--- config.mk ---
export PLATFORM = sky130hd
export DESIGN_NAME = pwm_multi
export DESIGN_NICKNAME = d
export VERILOG_FILES = /design/src/rtl/pwm_multi.sv
export SDC_FILE = /design/constraint.sdc
export NUM_CORES = 1
export LEC_CHECK = 0
export BUFFER_PORTS_ARGS = -buffer_cell sky130_fd_sc_hd__buf_2
export CORE_ASPECT_RATIO = 0.75
export CORE_MARGIN = 2
export CORE_UTILIZATION = 58
export CTS_CLUSTER_DIAMETER = 50
export DETAILED_ROUTE_END_ITERATION = 16
export GPL_TIMING_DRIVEN = 0
export PLACE_DENSITY = 0.79
export SETUP_SLACK_MARGIN = 0.3
export SYNTH_ARGS = -nofsm -noshare
export SYNTH_HDL_FRONTEND = slang
export SYNTH_SLANG_ARGS = --single-unit
--- constraint.sdc ---
create_clock -name clk -period 2.1 [get_ports clk]
set_clock_uncertainty 0.1 [all_clocks]
set_input_delay 0.42 -clock clk [delete_from_list [all_inputs] [get_ports clk]]
set_output_delay 0.42 -clock clk [all_outputs]
set_load 0.01 [all_outputs]
--- src/rtl/pwm_multi.sv ---
`default_nettype none
// ============================================================================
// Module      : pwm_multi
// Description : Multi-channel PWM generator. A shared prescaler and period
//               counter drive CHANNELS comparators. Duty values and the
//               alignment mode are double-buffered (shadow/active) and are
//               applied only at period boundaries. Edge-aligned and
//               center-aligned counting are supported.
// Revision    : 1.0 - initial release
// ============================================================================
module pwm_multi #(
  parameter int BITS        = 4,   // counter resolution, M = 2^BITS - 1
  parameter int CHANNELS    = 4,   // number of PWM outputs
  parameter int TIMER_DELAY = 10   // clocks per counter tick
) (
  input  logic                           clk,
  input  logic                           rst,
  input  logic                           en,
  input  logic                           mode_in,
  input  logic                           duty_we,
  input  logic [CHANNELS*(BITS+1)-1:0]   duty_in,
  output logic [CHANNELS-1:0]            pwm_out,
  output logic                           period_start,
  output logic                           upd_pending
);

  // Duty is one bit wider than the counter so that 100% is representable.
  localparam int DW = BITS + 1;
  localparam int PW = (TIMER_DELAY > 1) ? $clog2(TIMER_DELAY) : 1;

  localparam logic [BITS-1:0] c_CNT_MAX    = '1;
  localparam logic [PW-1:0]   c_PRESC_LAST = PW'(TIMER_DELAY - 1);

  // Counting direction; only meaningful in center-aligned mode.
  localparam logic [0:0] c_DIR_UP   = 1'b0;
  localparam logic [0:0] c_DIR_DOWN = 1'b1;

  logic [PW-1:0]            r_presc;
  logic [BITS-1:0]          r_cnt;
  logic [0:0]               r_dir;
  logic [CHANNELS*DW-1:0]   r_shadow_duty;
  logic                     r_shadow_mode;
  logic [CHANNELS*DW-1:0]   r_active_duty;
  logic                     r_active_mode;

  logic                     w_tick;
  logic                     w_boundary;
  logic [CHANNELS-1:0]      w_hit;

  // One counter step every TIMER_DELAY clocks.
  assign w_tick = (r_presc == c_PRESC_LAST);

  // Period end: top of the ramp in edge mode, return to zero in center mode.
  assign w_boundary = en && w_tick &&
                      (r_active_mode ? ((r_dir == c_DIR_DOWN) && (r_cnt == '0))
                                     : (r_cnt == c_CNT_MAX));

  // Per-channel comparators; duties >= 2^BITS are always above the counter.
  for (genvar gi = 0; gi < CHANNELS; gi++) begin : g_ch
    assign w_hit[gi] = ({1'b0, r_cnt} < r_active_duty[gi*DW +: DW]);
  end

  // Prescaler: free-runs while enabled, parked at zero otherwise.
  always_ff @(posedge clk or posedge rst) begin
    if (rst) begin
      r_presc <= '0;
    end else if (!en || w_tick) begin
      r_presc <= '0;
    end else begin
      r_presc <= r_presc + PW'(1);
    end
  end

  // Period counter and direction; every boundary restarts at zero counting up
  // so a mode change never lands mid-ramp.
  always_ff @(posedge clk or posedge rst) begin
    if (rst) begin
      r_cnt <= '0;
      r_dir <= c_DIR_UP;
    end else if (!en) begin
      r_cnt <= '0;
      r_dir <= c_DIR_UP;
    end else if (w_tick) begin
      if (w_boundary) begin
        r_cnt <= '0;
        r_dir <= c_DIR_UP;
      end else if (!r_active_mode) begin
        r_cnt <= r_cnt + BITS'(1);
      end else if (r_dir == c_DIR_UP) begin
        if (r_cnt == c_CNT_MAX) begin
          r_dir <= c_DIR_DOWN;
        end else begin
          r_cnt <= r_cnt + BITS'(1);
        end
      end else begin
        r_cnt <= r_cnt - BITS'(1);
      end
    end
  end

  // Shadow registers accept every write strobe, enabled or not.
  always_ff @(posedge clk or posedge rst) begin
    if (rst) begin
      r_shadow_duty <= '0;
      r_shadow_mode <= 1'b0;
    end else if (duty_we) begin
      r_shadow_duty <= duty_in;
      r_shadow_mode <= mode_in;
    end
  end

  // Active registers follow the shadow continuously while idle, else only at
  // a boundary (a coincident write is therefore deferred one period).
  always_ff @(posedge clk or posedge rst) begin
    if (rst) begin
      r_active_duty <= '0;
      r_active_mode <= 1'b0;
    end else if (!en || w_boundary) begin
      r_active_duty <= r_shadow_duty;
      r_active_mode <= r_shadow_mode;
    end
  end

  // Registered outputs: PWM compare, boundary pulse and pending-update flag.
  always_ff @(posedge clk or posedge rst) begin
    if (rst) begin
      pwm_out      <= '0;
      period_start <= 1'b0;
      upd_pending  <= 1'b0;
    end else if (!en) begin
      pwm_out      <= '0;
      period_start <= 1'b0;
      upd_pending  <= 1'b0;
    end else begin
      pwm_out      <= w_hit;
      period_start <= w_boundary;
      if (w_boundary) begin
        upd_pending <= duty_we;
      end else if (duty_we) begin
        upd_pending <= 1'b1;
      end
    end
  end

endmodule
`default_nettype wire

-- Word level (Yosys, flattened, before mapping)
Index checks and enable logic that the tools add are counted.
W data, S select, Z words.
- register bits after elaboration: 57
- input bits: 25
- output and inout bits: 6
- word-level logic and storage cells: 51
- add/sub/neg operators: 3
- $lt $le $gt $ge: 4
- eq/ne operators: 6
- multiplexer cells: 19
- reduce and logical (&&, ||, !) cells: 9
- operators by type and width (operator ; number):
    $mux W4 ; 8
    $lt A4 B5 Y1 ; 4
    $mux W1 ; 11
    $add A4 B1 Y4 const B ; 2
    $eq A4 B4 Y1 const B ; 2
    $ne A3 B1 Y1 const B ; 2
    $ne A5 B5 Y1 const B ; 1
    $logic_not A4 Y1 ; 1
    $reduce_and A2 Y1 ; 2
    $sub A4 B1 Y4 const B ; 1
    $logic_and A1 B1 Y1 ; 3
    $logic_or A1 B1 Y1 ; 2
    $ne A2 B1 Y1 const B ; 1
    $logic_not A1 Y1 ; 1

-- Logic depth before layout (Yosys ltp)
- depth after elaboration: 7
- gate-level depth with buffers: 7
- gate-level depth less buffers: 6

-- Worst setup path before layout
No wires, ideal clock.
- path type: flip-flop to flip-flop
- start point: register r_cnt[1]
- end point: register r_active_duty[10]
- setup time: 125 ps
- arrival time: 1644 ps
- data required time: 1875 ps
- setup slack: 231 ps
- stages on the path, launching flop included: 8
- buffers on the path: 1
- period minus slack after synthesis: 1869 ps
- cells stage by stage: dfrtp_1 > inv_1 > ha_1 > and4bb_2 > a2bb2oi_4 > nand2_4 > buf_6 > mux2_4
- cells in the longest elaborated chain, start to end: 5
- elaborated cells between the ends (all ways): 6
- those cells by class: 1 x eq/ne; 1 x mux; 4 x reduce/logical
- ends and longest elaborated chain (item ; line ; source):
    start, declared ; 39 ; logic [BITS-1:0] r_cnt;
    start signal, assigned ; 88 ; r_cnt <= r_cnt + BITS'(1);
    start signal, assigned ; 93 ; r_cnt <= r_cnt + BITS'(1);
    start signal, assigned ; 96 ; r_cnt <= r_cnt - BITS'(1);
    $logic_not A4 Y1 ; 55 ; (r_active_mode ? ((r_dir == c_DIR_DOWN) && (r_cnt == '0))
    $logic_and A1 B1 Y1 ; 55 ;
    $mux W1 * ; 55 ;
    $logic_and A1 B1 Y1 * ; 54 ; assign w_boundary = en && w_tick &&
    $logic_or A1 B1 Y1 * ; 118 ; end else if (!en || w_boundary) begin
    end signal, assigned ; 119 ; r_active_duty <= r_shadow_duty;
    end, declared ; 43 ; logic [CHANNELS*DW-1:0] r_active_duty;
Every way passes the cells marked *; elsewhere a longest branch is shown, timed or not.
A chain may end at the register's enable or synchronous reset.

-- Worst setup path after layout
- start point: register r_cnt[1]
- end point: register r_active_duty[13]
The elaborated chain is that of the path after synthesis.

==> key figures <==
Global route
  • Grt ovf: 0
  • Antenna violations before repair: 0
  • Largest net degree at the start of global routing: 58
  • GRT Overall Usage: 0.213
  • Vias in the first global route: 1,795
  • First-pass GRT wire length: 8600 µm

Timing
  • TNS Setup: 0 ns
  • Worst setup margin: 0.289 ns
  • Fin crit share: 0.862
  • Unrepaired setup endpoints after global routing: true
  • Count of final setup violators: 0
  • Fmax: 0.552 GHz
  • Worst-Margin Slew: 0.584 ns
  • Slew Limit Fails: 0
  • Slew Limit Headroom: 0.610
  • Fin. Hold Viols: 0
  • Final min period: 1.81 ns

Yosys
  • Synthesized instance count: 202
  • Cell area after synthesis: 2720 µm²
  • Seq cells post-synth: 57
  • Syn Area/Cell: 13.5 µm²
  • Post-Synthesis Net Count: 244
  • Sequential area share after synthesis: 0.524
  • Synth warn: 0
  • Number of library cell types mapped by synthesis: 35

Clocking
  • CTS tree: yes
  • CTS Hold Buffers Added: 0
  • # H-tree levels: 3
  • Clock Sink Count: 57
  • Root Buffer: clkbuf_8
  • Later-pin clock latency in the skew report: 0.34 ns
  • Clk slew on worst S/H paths: 0.06 ns
  • Maximum root-to-sink buffer count: 2
  • Total CTS buffers: 9

Floorplan
  • Die ar.: 5270 µm²
  • Row count: 21
  • Core ar.: 4490 µm²
  • Die Ht: 63.4 µm
  • Initial cell density of the core: 0.606
  • Die W: 83.1 µm
  • I/O pin cnt: 31

Critical path
  • CP startpoint: r_cnt[1]$_DFFE_PP0P_
  • Reg2reg path depth: 7
  • R2r startpoint: r_cnt[1]$_DFFE_PP0P_
  • Crit-path max cell delay: 0.39 ns
  • CP Capture Type: register
  • Critical-path cell list: inv_2 -> ha_4 -> and4bb_2 -> a2bb2oi_4 -> nand2_4 -> buf_12 -> mux2_4
  • Crit start category: register
  • Slowest stage cell, crit path: dfrtp_2
  • CP required: 2.22 ns
  • CP Max Fanout: 10
  • Crit path DAT: 1.94 ns
  • Critical path class: register to register

Flow run
  • Max-cap viol count: 0

Finish
  • Layout filler cell count: 319
  • Ant diodes: 0
  • Final net count: 300
  • Area grow syn2layout: 21.4%
  • Leading cell type in the layout, fill and taps excluded: dfrtp_1
  • Multi-input logic area: 1210 µm²
  • Most frequent cells in the layout: 53 x dfrtp_1, 30 x buf_2, 21 x mux2_2, 19 x inv_1
  • Ratio of cells with drive above 1 in the final layout: 0.444
  • Register area: 1430 µm²

Route
  • Drt wl/cell: 15.4 µm
  • Vias: 1,708
  • Detail-routed via count per cell: 5.37
  • DR DRC count: 0
  • Drt first pass iters: 4
  • DRT iter0 DRCs: 59
  • Post-DRT Antenna Nets: 0
  • Post-Route WL: 4900 µm

Place
  • Placed wire-length estimate: 3150 µm
  • Pre-CTS WS: 0.104 ns
  • Port bufs: 29
  • GP Congestion: 0.818

Power and ir drop
  • LEAKAGE: 1.66 nW
  • Maximum VDD drop: 631 µV
  • Power Density: 812 nW/µm²

Outcome
  • Status: completed

Worst hold path
  • Hold Path Class: primary input to async pin
stage by stage:
stage	util	power, mW	hold WS, ns	instance area (µm²)	cells
final	0.736	2.69	0.0344	3310	318
after global placement	0.657	1.66	0.372	2950	288
after global routing	0.736	2.83	0.0767	3310	318
after floorplan	-	1.57	0.358	2740	202
after CTS	0.722	2.69	0.195	3240	314
after detailed placement	0.657	1.68	0.377	2950	288
kinds of logic (layout without fill, tap and decap cells):
kind of cell,Yosys count,after routing,share of synthesized area
flip-flops,57,57,0.524
AO/OA/AOI/OAI,22,22,0.0661
XOR/XNOR,5,5,0.0161
multiplexers,43,43,0.198
buffers and inverters,27,86,0.0432
adder cells (fa/ha/maj),17,17,0.0781
AND/OR/NAND/NOR,31,31,0.0749
cell usage after synthesis, drive strengths merged:
cell type | n | share of area
xor2 | 1 | 0.0032
nand2 | 3 | 0.0069
mux2i | 1 | 0.0037
nor2 | 9 | 0.012
a22o | 1 | 0.0032
dfrtp | 57 | 0.52
a222oi | 1 | 0.0037
or4b | 1 | 0.0037
or3 | 1 | 0.0023
a21oi | 7 | 0.013
nand3b | 1 | 0.0073
a21bo | 1 | 0.0037
nand2b | 8 | 0.018
buf | 5 | 0.013
xnor2 | 4 | 0.013
and3 | 1 | 0.0023
a211oi | 2 | 0.0055
inv | 22 | 0.030
nand4b | 1 | 0.0032
o21ai | 1 | 0.0018
nor3 | 1 | 0.0018
and4b | 1 | 0.0051
mux2 | 42 | 0.19
and4bb | 1 | 0.0046
o311a | 4 | 0.015
and4 | 1 | 0.0032
a2bb2oi | 1 | 0.0096
a21o | 4 | 0.011
nand3 | 2 | 0.0037
ha | 17 | 0.078
worst max-delay path, delay by kind of cell (launching register included):
family	cells	cell delay (ns)
AO/OA/AOI/OAI	1	0.15
adder cells (fa/ha/maj)	1	0.15
multiplexers	1	0.30
AND/OR/NAND/NOR	2	0.35
buffers and inverters	2	0.24
flip-flops	1	0.39
repair_timing:
action / in CTS / in global routing
endpoints found under the setup margin: 23 / 24
resized for setup: 7 / 4
pin swaps: 1 / 0
setup buffers: 12 / 3
final cells by class:
| cell class | count | share of cell area |
|---|---|---|
| Clock buffer | 10 | 0.0416 |
| Multi-Input combinational cell | 118 | 0.366 |
| Clock inverter | 4 | 0.0136 |
| Sequential cell | 57 | 0.433 |
| Inverter | 22 | 0.0261 |
| Timing Repair Buffer | 45 | 0.0840 |
| Tap cell | 57 | 0.0216 |
| Buffer | 5 | 0.0144 |
flip-flops by register name, indices dropped and copies added, names as in the netlist:
register	flops
r_active_duty	20
r_shadow_duty	20
pwm_out	4
r_cnt	4
r_presc	4
period_start	1
r_active_mode	1
r_dir	1
r_shadow_mode	1
upd_pending	1
per-layer routing:
metal	vias to the layer above	part of all wire	global-route usage	routed length, µm
met4	0	0.015	0.0615	75
li1	810	-	-	-
met1	853	0.46	0.278	2250
met2	33	0.48	0.329	2330
met3	12	0.051	0.0891	249
met5	-	0	0	0
final timing paths:
path / end / slack (ns)
setup / recovery: r_active_duty[13]$_DFFE_PP0P_ / 0.29
hold / removal: r_shadow_duty[10]$_DFFE_PP0P_ / 0.03
setup reg to reg: r_active_duty[13]$_DFFE_PP0P_ / 0.29
hold reg to reg: r_active_duty[18]$_DFFE_PP0P_ / 0.39
max in group asynchronous: r_cnt[3]$_DFFE_PP0P_ / 1.31
min in group clk: r_shadow_duty[11]$_DFFE_PP0P_ / 0.21
power breakdown:
part	internal [mW]	leakage (nW)	switching, mW	total (mW)
sequential	1.22	0.681	0.0791	1.30
combinational	0.244	0.880	0.169	0.414
clock	0.560	0.0978	0.415	0.975
Power figures use the tool's default switching activity.
